[src/rtl/sad_search_ctrl.sv]
// Sweeps N_CAND candidate positions through the SAD engine and keeps the lowest SAD and its index.
// Optional feature macro: SAD_TIMEOUT_EN (per-candidate done timeout with sticky err).
module sad_search_ctrl #(
    parameter int N_CAND  = 16,
    parameter int IDX_W   = 4,
    parameter int SAD_W   = 16,
    parameter int TIMEOUT = 255
) (
    input  logic             clk_i,
    input  logic             rst_i,
    input  logic             start_i,
    output logic             init_o,
    output logic             ack_o,
    input  logic             done_i,
    input  logic [SAD_W-1:0] sad_in_i,
    output logic [IDX_W-1:0] cand_idx_o,
    output logic             busy_o,
    output logic             res_valid_o,
    input  logic             res_ack_i,
    output logic [SAD_W-1:0] best_sad_o,
    output logic [IDX_W-1:0] best_idx_o,
    output logic             err_o,
    output logic [2:0]       state_o
);

    // Handshakes: init_o and ack_o are single-cycle pulses toward the engine, which holds
    // done_i until it sees ack_o; res_valid_o holds until the cycle res_ack_i is sampled high.

    typedef enum logic [2:0] {
        S_IDLE   = 3'd0,
        S_REQ    = 3'd1,
        S_WAIT   = 3'd2,
        S_ACK    = 3'd3,
        S_NEXT   = 3'd4,
        S_REPORT = 3'd5
    } state_t;

    localparam logic [IDX_W-1:0] LAST_IDX = IDX_W'(N_CAND - 1);

    state_t             state_q, state_d;
    logic [IDX_W-1:0]   cand_q, cand_d;
    logic [SAD_W-1:0]   best_sad_q, best_sad_d;
    logic [IDX_W-1:0]   best_idx_q, best_idx_d;
    logic               init_q, init_d;
    logic               ack_q, ack_d;
    logic               busy_q, busy_d;
    logic               res_valid_q, res_valid_d;

`ifdef SAD_TIMEOUT_EN
    localparam int CNT_W = (TIMEOUT > 1) ? $clog2(TIMEOUT + 1) : 1;
    logic [CNT_W-1:0]   tmo_cnt_q, tmo_cnt_d;
    logic               err_q, err_d;
`endif

    always_comb begin
        state_d    = state_q;
        cand_d     = cand_q;
        best_sad_d = best_sad_q;
        best_idx_d = best_idx_q;
`ifdef SAD_TIMEOUT_EN
        err_d      = err_q;
        tmo_cnt_d  = '0;
`endif
        case (state_q)
            S_IDLE: begin
                if (start_i) begin
                    cand_d     = '0;
                    best_sad_d = '1;
                    best_idx_d = '0;
`ifdef SAD_TIMEOUT_EN
                    err_d      = 1'b0;
`endif
                    state_d    = S_REQ;
                end
            end
            S_REQ: state_d = S_WAIT;
            S_WAIT: begin
                if (done_i) begin
                    // Strict compare: a tie keeps the earlier (lower) index.
                    if (sad_in_i < best_sad_q) begin
                        best_sad_d = sad_in_i;
                        best_idx_d = cand_q;
                    end
                    state_d = S_ACK;
                end
`ifdef SAD_TIMEOUT_EN
                else if (tmo_cnt_q == CNT_W'(TIMEOUT - 1)) begin
                    err_d   = 1'b1;
                    state_d = S_NEXT;
                end else begin
                    tmo_cnt_d = tmo_cnt_q + CNT_W'(1);
                end
`endif
            end
            S_ACK: state_d = S_NEXT;
            S_NEXT: begin
                // A lingering done means the engine has not yet left DONE; wait without re-acking.
                if (!done_i) begin
                    if (cand_q == LAST_IDX) begin
                        state_d = S_REPORT;
                    end else begin
                        cand_d  = cand_q + IDX_W'(1);
                        state_d = S_REQ;
                    end
                end
            end
            S_REPORT: begin
                if (res_ack_i) state_d = S_IDLE;
            end
            default: state_d = S_IDLE;
        endcase

        init_d      = (state_d == S_REQ);
        ack_d       = (state_d == S_ACK);
        busy_d      = (state_d != S_IDLE);
        res_valid_d = (state_d == S_REPORT);
    end

    always_ff @(posedge clk_i) begin
        if (!rst_i) begin
            state_q     <= S_IDLE;
            cand_q      <= '0;
            best_sad_q  <= '1;
            best_idx_q  <= '0;
            init_q      <= 1'b0;
            ack_q       <= 1'b0;
            busy_q      <= 1'b0;
            res_valid_q <= 1'b0;
        end else begin
            state_q     <= state_d;
            cand_q      <= cand_d;
            best_sad_q  <= best_sad_d;
            best_idx_q  <= best_idx_d;
            init_q      <= init_d;
            ack_q       <= ack_d;
            busy_q      <= busy_d;
            res_valid_q <= res_valid_d;
        end
    end

`ifdef SAD_TIMEOUT_EN
    always_ff @(posedge clk_i) begin
        if (!rst_i) begin
            tmo_cnt_q <= '0;
            err_q     <= 1'b0;
        end else begin
            tmo_cnt_q <= tmo_cnt_d;
            err_q     <= err_d;
        end
    end
    assign err_o = err_q;
`else
    assign err_o = 1'b0;
`endif

    assign init_o      = init_q;
    assign ack_o       = ack_q;
    assign busy_o      = busy_q;
    assign res_valid_o = res_valid_q;
    assign cand_idx_o  = cand_q;
    assign best_sad_o  = best_sad_q;
    assign best_idx_o  = best_idx_q;
    assign state_o     = state_q;

endmodule
[config.mk]
export PLATFORM = sky130hd
export DESIGN_NAME = sad_search_ctrl
export DESIGN_NICKNAME = d
export VERILOG_FILES = /design/src/rtl/sad_search_ctrl.sv
export SDC_FILE = /design/constraint.sdc
export NUM_CORES = 1
export LEC_CHECK = 0
export CAP_MARGIN = 20
export CORE_ASPECT_RATIO = 0.7
export CORE_MARGIN = 5
export CORE_UTILIZATION = 47
export DETAILED_ROUTE_END_ITERATION = 8
export MAX_ROUTING_LAYER = met4
export PLACE_DENSITY = 0.82
export SLEW_MARGIN = 20
export SYNTH_ARGS = -nofsm -noshare
export SYNTH_HDL_FRONTEND = slang
export SYNTH_SLANG_ARGS = --single-unit
[constraint.sdc]
create_clock -name clk_i -period 2.75 [get_ports clk_i]
set_input_delay 0.55 -clock clk_i [delete_from_list [all_inputs] [get_ports clk_i]]
set_output_delay 0.55 -clock clk_i [all_outputs]
set_load 0.03 [all_outputs]
* After elaboration in Yosys (flattened, before gate mapping)
Cells that the tools add are included.
** Word-level totals
- Flip-flop bits (word level) :: 31
- Logic and storage cells :: 47
** Operators by class
- $lt $le $gt $ge :: 1
- Reduce and logical (&&, ||, !) cells :: 6
- Equality and inequality tests :: 14
- $add $sub $neg :: 1
- Muxes and demuxes :: 17
** Operators by type and width (count)
- 2-to-1 mux 16 bit :: 3
- one-hot mux 16 bit (2 select lines) :: 1
- 2-to-1 mux 4 bit :: 5
- one-hot mux 3 bit (6 select lines) :: 1
- < comparator 16 bit :: 1
- one-hot mux 4 bit (2 select lines) :: 2
- 2-to-1 mux 3 bit :: 5
- != test 2 bit, second input constant :: 5
- equality test 3 x 2 -> 1 bit, second input constant :: 3
- equality test 3 bit, second input constant :: 3
- AND reduction 4 bit :: 2
- equality test 3 x 1 -> 1 bit, second input constant :: 2
- adder 4 x 1 -> 4 bit, second input constant :: 1
- equality test 4 bit, second input constant :: 1
- nonzero test 2 bit :: 2
- zero test 3 bit :: 1
- nonzero test 3 bit :: 1

* Longest topological paths before layout
Gate-level depths: netlist of run 1.
- Depth after elaboration :: 5
- Mapped depth :: 8
- Depth with buffers taken out :: 7

* Worst setup path before layout of run 1
Ideal clock, no wire load.
- Kind :: register to register
- From :: reg best_sad_q[15] (netlist: best_sad_o[15])
- To :: reg best_idx_q[0] (netlist: best_idx_o[0])
- Cell stages (with the launch flop) :: 9
- Setup time :: 0.072 ns
- Path slack :: 0.348 ns
- Path buffers :: 1
- Period minus slack after synthesis :: 2.402 ns
- Required time :: 2.678 ns
- Arrival :: 2.331 ns
- Cell sequence :: dfxtp_1 > inv_1 > ha_1 > nand4_1 > or3_1 > or4_4 > nand4b_4 > buf_12 > mux2i_1
** Between the ends
- Cells in the longest elaborated chain, start to end :: 3
** Ends and longest elaborated chain
- start: declaration :: line 42 : logic [SAD_W-1:0] best_sad_q, best_sad_d;
- start signal: assignment :: line 132 : best_sad_q <= best_sad_d;
- < comparator 16 bit :: line 80 : if (sad_in_i < best_sad_q) begin
- != test 2 bit (no line)
- AND reduction 4 bit (no line)
- end signal: assignment :: line 133 : best_idx_q <= best_idx_d;
- end: declaration :: line 43 : logic [IDX_W-1:0] best_idx_q, best_idx_d;
No other way between the ends.
A chain may end at the register's enable or synchronous reset.

* Worst setup path after layout of run 1
- From :: in sad_in_i[15]
- To :: reg best_sad_q[4] (netlist: best_sad_o[4])
** Between the ends
- Cells in the longest elaborated chain, start to end :: 3
** Ends and longest elaborated chain
- start: declaration :: line 15 : input logic [SAD_W-1:0] sad_in_i,
- < comparator 16 bit :: line 80
- != test 2 bit (no line)
- AND reduction 4 bit (no line)
No other way between the ends.

==> results.sh, run 1 <==
export IMPL_status="complete, no violations"
export IMPL_ys_ff_latch=31
export IMPL_period_minus_slack_ns=2.73
export IMPL_grt_overflow_total=0
export IMPL_grt_usage_pct=17.8
export IMPL_setup_violations_final=0
export IMPL_cts_buffer_depth=2
export IMPL_areaGrowthSynthToFinish_pct=43.1
export IMPL_worstSetupEndpointType="flip-flop"
export IMPL_crit_path_top_delay_cell="or4_4"
export IMPL_die_y_um=60.8
export IMPL_multi_input_comb_area_um2=997
export IMPL_async_flop_share_pct=0
export IMPL_grt_max_degree=19
export IMPL_grt_pass1_vias=1401
export IMPL_grt_util_met2_pct=25.1
export IMPL_path_max_fanout=6
export IMPL_drc=0
export IMPL_diodes=0
export IMPL_ir_drop_mv=0.290
export IMPL_drive_above_1_share_pct=8.08
export IMPL_clk_latency_ns=0.28
export IMPL_syn_avg_cell_area_um2=8.63
export IMPL_wl_per_cell_um=13.8
export IMPL_initial_core_util_pct=49.1
export IMPL_synthCells=201
export IMPL_hold_viol=0
export IMPL_synth_top_area_cell="dfxtp_1"
export IMPL_max_cap_viol_count=0
export IMPL_ant_nets=0
export IMPL_clk_pin_slew_ns=0.06
export IMPL_p_total_mw=1.13
export IMPL_dieArea_um2=5030
export IMPL_vias=1581
export IMPL_nFillCells=302
export IMPL_use_met3_pct=5.04
export IMPL_worstSetupPathType="in -> reg"
export IMPL_p_leak_nw=1.30
export IMPL_yosys_warnings=0
export IMPL_powerDensity_nw_per_um2=457
export IMPL_rows=18
export IMPL_startpoint_type="primary input"
export IMPL_path_cells="clkdlybuf4s50_1 -> ha_1 -> nand4_1 -> or3_4 -> or4_4 -> nand4b_4 -> buf_12 -> mux2i_1"
export IMPL_fin_worst_skew_ns=0.00232
export IMPL_drt_initial_drc_count=71
export IMPL_synth_ff_type="dfxtp_1"
export IMPL_layout_nets=296
export IMPL_tritoncts="done"
export IMPL_totalWireLength_um=4280
export IMPL_cts_sinks=31
export IMPL_numCtsBuffers=5
export IMPL_grt_pass1_wl_um=6510
export IMPL_vias_per_cell=5.10
export IMPL_synth_top_area_share_pct=35.8
export IMPL_min_path_cells=2
export IMPL_reg2reg_to="best_sad_o[4]"
export IMPL_grt_busiest_layer="met2"
export IMPL_synth_edf_count=0
export IMPL_synth_seq_area_share_pct=35.8
export IMPL_synth_top_cells_by_area="dfxtp_1 36%, mux2i_1 12%, ha_1 12%, nor2_1 9.7%, inv_1 3.9%"
export IMPL_clockRootBuffer="clkbuf_8"
export IMPL_final_max_slew_violation_count=0
export IMPL_core_area_um2=3540
export IMPL_synth_distinct_cells=37
export IMPL_reg2reg_from="best_sad_o[15]"
export IMPL_cts_hold_buf=0
export IMPL_synth_area_um2=1740
export IMPL_drt_pass1_iterations=4
export IMPL_synth_most_common_cell="nor2_1"
export IMPL_antenna_found_initial=0
export IMPL_io_buffers=51
export IMPL_hold_path_end="best_idx_o[0]"
export IMPL_fin_crit_sh_pct=99.4
export IMPL_place_congestion=0.785
export IMPL_whs_ns=0.473
export IMPL_rrSetupSlack_ns=0.32
export IMPL_utilization_pct=70.2
export IMPL_yosys_top_cells_count="45 x nor2_1, 31 x dfxtp_1, 21 x mux2i_1, 18 x inv_1, 16 x ha_1"
export IMPL_htreeDepth=2
export IMPL_max_stage_delay_ns=0.55
export IMPL_crit_required_ns=2.96
export IMPL_critPathArrivalTime_ns=2.94
export IMPL_met1_usage_pct=24.2
export IMPL_synth_nets=238
export IMPL_io_pins=53
export IMPL_seqCellArea_um2=621
export IMPL_hpwl_um=3050
export IMPL_hold_path_class="reg -> reg"
export IMPL_die_w_um=82.6
export IMPL_min_from="best_idx_o[0]"
export IMPL_r2r_cells=8
export IMPL_max_freq_ghz=0.366
## critical path: cells and delay by family
kind | cells | cell delay, ns
and+or+nand+nor | 4 | 1.28
buffers and inverters | 2 | 0.59
adders and majority gates | 1 | 0.32
muxes | 1 | 0.20
## per-layer routing
layer / share of wire [%] / up-vias
li1: - / 784
met1: 49 / 742
met2: 43 / 48
met3: 6.9 / 7
met4: 1.3 / 0
met5: 0 / -
## cell usage in the layout (no fill, tap or decap), types with 2 or more instances in the layout
| cell type | instances |
|---|---|
| nor3_1 | 2 |
| clkdlybuf4s50_1 | 49 |
| xnor2_1 | 2 |
| dfxtp_1 | 31 |
| nor2_1 | 45 |
| xor2_1 | 2 |
| buf_12 | 2 |
| nand2b_1 | 4 |
| a21oi_1 | 6 |
| and3_1 | 2 |
| buf_4 | 4 |
| dlymetal6s2s_1 | 2 |
| nor2b_1 | 2 |
| clkbuf_16 | 2 |
| o21a_1 | 2 |
| nand4_1 | 2 |
| ha_1 | 15 |
| nand2_1 | 14 |
| nand3_1 | 4 |
| mux2i_1 | 21 |
| clkbuf_8 | 7 |
| nand3b_1 | 2 |
| a21o_1 | 2 |
| nor4_1 | 2 |
| inv_1 | 18 |
## state kept, by name, indices dropped and copies added, names as in the netlist
signal       count
best_sad_o      16
best_idx_o       4
cand_idx_o       4
state_o          3
ack_o            1
busy_o           1
init_o           1
res_valid_o      1
## through the flow
| step | setup slack, ns | setup TNS, ns | cell area, um^2 | std cells |
|---|---|---|---|---|
| global placement | -0.161 | -3.11 | 2300 | 299 |
| global route | -0.0631 | -0.704 | 2480 | 310 |
| finish | 0.0174 | 0 | 2480 | 310 |
| CTS | 0.0261 | 0 | 2400 | 307 |
| floorplan | 0.348 | 0 | 1740 | 201 |
| detailed placement | -0.242 | -3.99 | 2300 | 299 |
## cell type report
cell class,count,area share [%]
Tap cell,50,2.52
Inverter,18,2.72
Multi-Input combinational cell,144,40.2
Clock buffer,8,4.03
Timing Repair Buffer,59,25.6
Sequential cell,31,25.0
## kinds of logic after synthesis
| family | after synthesis | share of synthesized area, % |
|---|---|---|
| buf+inv | 26 | 7.79 |
| mux | 22 | 12.8 |
| flops | 31 | 35.8 |
| fa+ha+maj | 16 | 11.5 |
| xor+xnor | 4 | 2.02 |
| other cells | 1 | 0.216 |
| compound gates | 17 | 6.34 |
| simple gates | 84 | 23.6 |
## how the worst max path moves through the flow
stage                               from       endpoint  cells past startpoint
after floorplan           best_sad_o[15]  best_idx_o[0]                      8
after global placement      sad_in_i[13]  best_sad_o[8]                      8
after detailed placement    sad_in_i[14]  best_sad_o[4]                      8
after CTS                   sad_in_i[14]  best_sad_o[4]                      8
after global routing        sad_in_i[15]  best_sad_o[4]                      8
final                       sad_in_i[15]  best_sad_o[4]                      8
## repair_timing
item | in CTS | in global routing
gates resized for setup | 0 | 4
endpoints found under the setup margin | 0 | 19
setup buffers | 0 | 1
## power by group
part           switching (mW)  leakage [nW]  total [mW]  internal (mW)
combinational           0.129         0.995       0.252          0.122
clock                   0.168        0.0515       0.396          0.228
sequential             0.0219         0.252       0.487          0.465
total                   0.319          1.30        1.13          0.815
Note: power is estimated with default switching activity, not from simulation.
==> run 2, diff against run 1 <==
--- a/config.mk
+++ b/config.mk
@@ -7,7 +7,7 @@
 export LEC_CHECK = 0
 export CAP_MARGIN = 20
 export CORE_ASPECT_RATIO = 0.7
-export CORE_MARGIN = 5
+export CORE_MARGIN = 8
 export CORE_UTILIZATION = 47
 export DETAILED_ROUTE_END_ITERATION = 8
 export MAX_ROUTING_LAYER = met4
==> run 2 against run 1 <==
  * Final cell count down 0.65%
  * Clock-buffer cell count fell by 2
  * Die area is 18% higher
  * Hold slack got worse by 0.014 ns
  * Combinational power decreased by 4%
  * Register-to-register slack improved by 0.04 ns
  * Critical path type unchanged
  * Critical endpoint is now best_sad_o[7]
  * Highest routed layer unchanged
==> results.sh, run 2 (synthesis gave the netlist of run 1 again) <==
export IMPL_status="complete, no violations"
export IMPL_min_from="best_idx_o[2]"
export IMPL_die_w_um=88.6
export IMPL_worstSetupPathType="in -> reg"
export IMPL_drc=0
export IMPL_vias_per_cell=4.99
export IMPL_clockRootBuffer="clkbuf_8"
export IMPL_setup_violations_final=0
export IMPL_dieArea_um2=5920
export IMPL_ant_nets=0
export IMPL_reg2reg_from="best_sad_o[14]"
export IMPL_htreeDepth=2
export IMPL_vias=1537
export IMPL_setup_slack_ns=0.0554
export IMPL_crit_required_ns=2.95
export IMPL_numCtsBuffers=5
export IMPL_grt_max_degree=18
export IMPL_io_pins=53
export IMPL_max_freq_ghz=0.371
export IMPL_hold_viol=0
export IMPL_grt_pass1_wl_um=6950
export IMPL_tritoncts="done"
export IMPL_path_max_fanout=7
export IMPL_largest_reg_flops=16
export IMPL_layout_nets=294
export IMPL_grt_overflow_total=0
export IMPL_areaGrowthSynthToFinish_pct=39.9
export IMPL_wl_per_cell_um=13.8
export IMPL_drt_initial_drc_count=79
export IMPL_p_leak_nw=1.26
export IMPL_hpwl_um=3250
export IMPL_grt_usage_pct=15.4
export IMPL_diodes=0
export IMPL_layout_common_cells="50 x clkdlybuf4s50_1, 45 x nor2_1, 31 x dfxtp_1"
export IMPL_final_area_um2=2430
export IMPL_path_cells="clkdlybuf4s50_1 -> ha_1 -> nand4_1 -> or3_4 -> or4_4 -> nand4b_4 -> buf_12 -> mux2i_1"
export IMPL_core_area_um2=3540
export IMPL_whs_ns=0.459
export IMPL_die_y_um=66.8
export IMPL_period_minus_slack_ns=2.69
export IMPL_final_max_slew_violation_count=0
export IMPL_cts_buffer_depth=2
export IMPL_fin_crit_sh_pct=98.0
export IMPL_utilization_pct=68.7
export IMPL_cts_sinks=31
export IMPL_post_cts_setup_buffers=0
export IMPL_worstSetupEndpointType="flip-flop"
export IMPL_grt_pass1_vias=1513
export IMPL_max_stage_delay_ns=0.55
export IMPL_antenna_found_initial=0
export IMPL_totalWireLength_um=4250
export IMPL_placed_area_um2=2320
export IMPL_ir_drop_mv=0.282
export IMPL_crit_start="sad_in_i[12]"
export IMPL_startpoint_type="primary input"
export IMPL_place_ws_ns=-0.242
export IMPL_place_congestion=0.787
export IMPL_fin_worst_skew_ns=0.00809
export IMPL_tns_ns=0
export IMPL_critPathBufInv=2
export IMPL_drt_pass1_iterations=4
export IMPL_initial_core_util_pct=49.1
export IMPL_rows=18
export IMPL_io_buffers=51
export IMPL_crit_path_top_delay_cell="or4_4"
export IMPL_drive_above_1_share_pct=7.36
export IMPL_final_common_cell="clkdlybuf4s50_1"
export IMPL_powerDensity_nw_per_um2=442
export IMPL_crit_family="simple AND/OR/NAND/NOR gates"
export IMPL_max_cap_viol_count=0
export IMPL_nFillCells=313
export IMPL_hold_path_class="reg -> reg"
export IMPL_clk_latency_ns=0.28
export IMPL_critPathArrivalTime_ns=2.90
export IMPL_clk_pin_slew_ns=0.07
## run 2: changes by cell type in the layout (fill, tap and decap cells not counted), sizes merged
cell / delta
clkbuf: -4
clkdlybuf4s50: +1
dlymetal6s2s: -1
clkinv: +1
clkinvlp: +1
## run 2: where the power goes
part / internal (mW) / switching [mW] / total [mW]
logic: 0.117 / 0.124 / 0.241
registers: 0.465 / 0.0212 / 0.486
clock network: 0.176 / 0.169 / 0.345
total: 0.758 / 0.314 / 1.07
## run 2: through the flow
step | cells | power (mW)
after global placement | 300 | 0.733
final | 308 | 1.07
after CTS | 308 | 1.08
after global routing | 308 | 1.13
after floorplan | 201 | 0.639
after detailed placement | 300 | 0.735
## run 2: repair_timing
item                                   in CTS  in global routing
hold buffers                                0                  0
endpoints found under the hold margin       0                  0
setup endpoints to repair                   0                 20
resized for setup                           0                  3
## run 2: metal layers
layer,up-vias,GRT usage [%],share of wire [%]
met5,-,-,0
met4,0,5.66,1.0
met3,5,5.16,7.1
met2,48,22.1,44
met1,703,19.5,48
li1,781,-,-
## run 2: worst register-to-register path, cell delays in order (launching register included)
cell and delay [ns]:
dfxtp_1 0.37, inv_1 0.06, ha_1 0.28, nand4_1 0.17, or3_4 0.38, or4_4 0.55, nand4b_4 0.17, buf_12 0.15
mux2i_1 0.20
## run 2: worst paths after layout
path / endpoint / slack, ns / depth (start not counted)
hold reg to reg: best_idx_o[2] / 0.46 / 2
hold / removal: best_idx_o[2] / 0.46 / 2
setup / recovery: best_sad_o[7] / 0.06 / 8
setup reg to reg: best_sad_o[7] / 0.36 / 8
## run 2: cell type report
cell class | count | area (um^2) | area share (%)
well taps | 50 | 62.6 | 2.58
clock inverters | 2 | 12.5 | 0.515
repair buffers | 57 | 596 | 24.5
clock buffers | 6 | 72.6 | 2.99
multi-input cells | 144 | 997 | 41.1
inverters | 18 | 67.6 | 2.78
flip-flops and latches | 31 | 621 | 25.6
==> run 3, diff against run 2 <==
--- a/config.mk
+++ b/config.mk
@@ -16,3 +16,4 @@
 export SYNTH_ARGS = -nofsm -noshare
 export SYNTH_HDL_FRONTEND = slang
 export SYNTH_SLANG_ARGS = --single-unit
+export TNS_END_PERCENT = 50
==> results of run 3 <==
No change in the layout: final DEF, timing and power equal those of run 2.
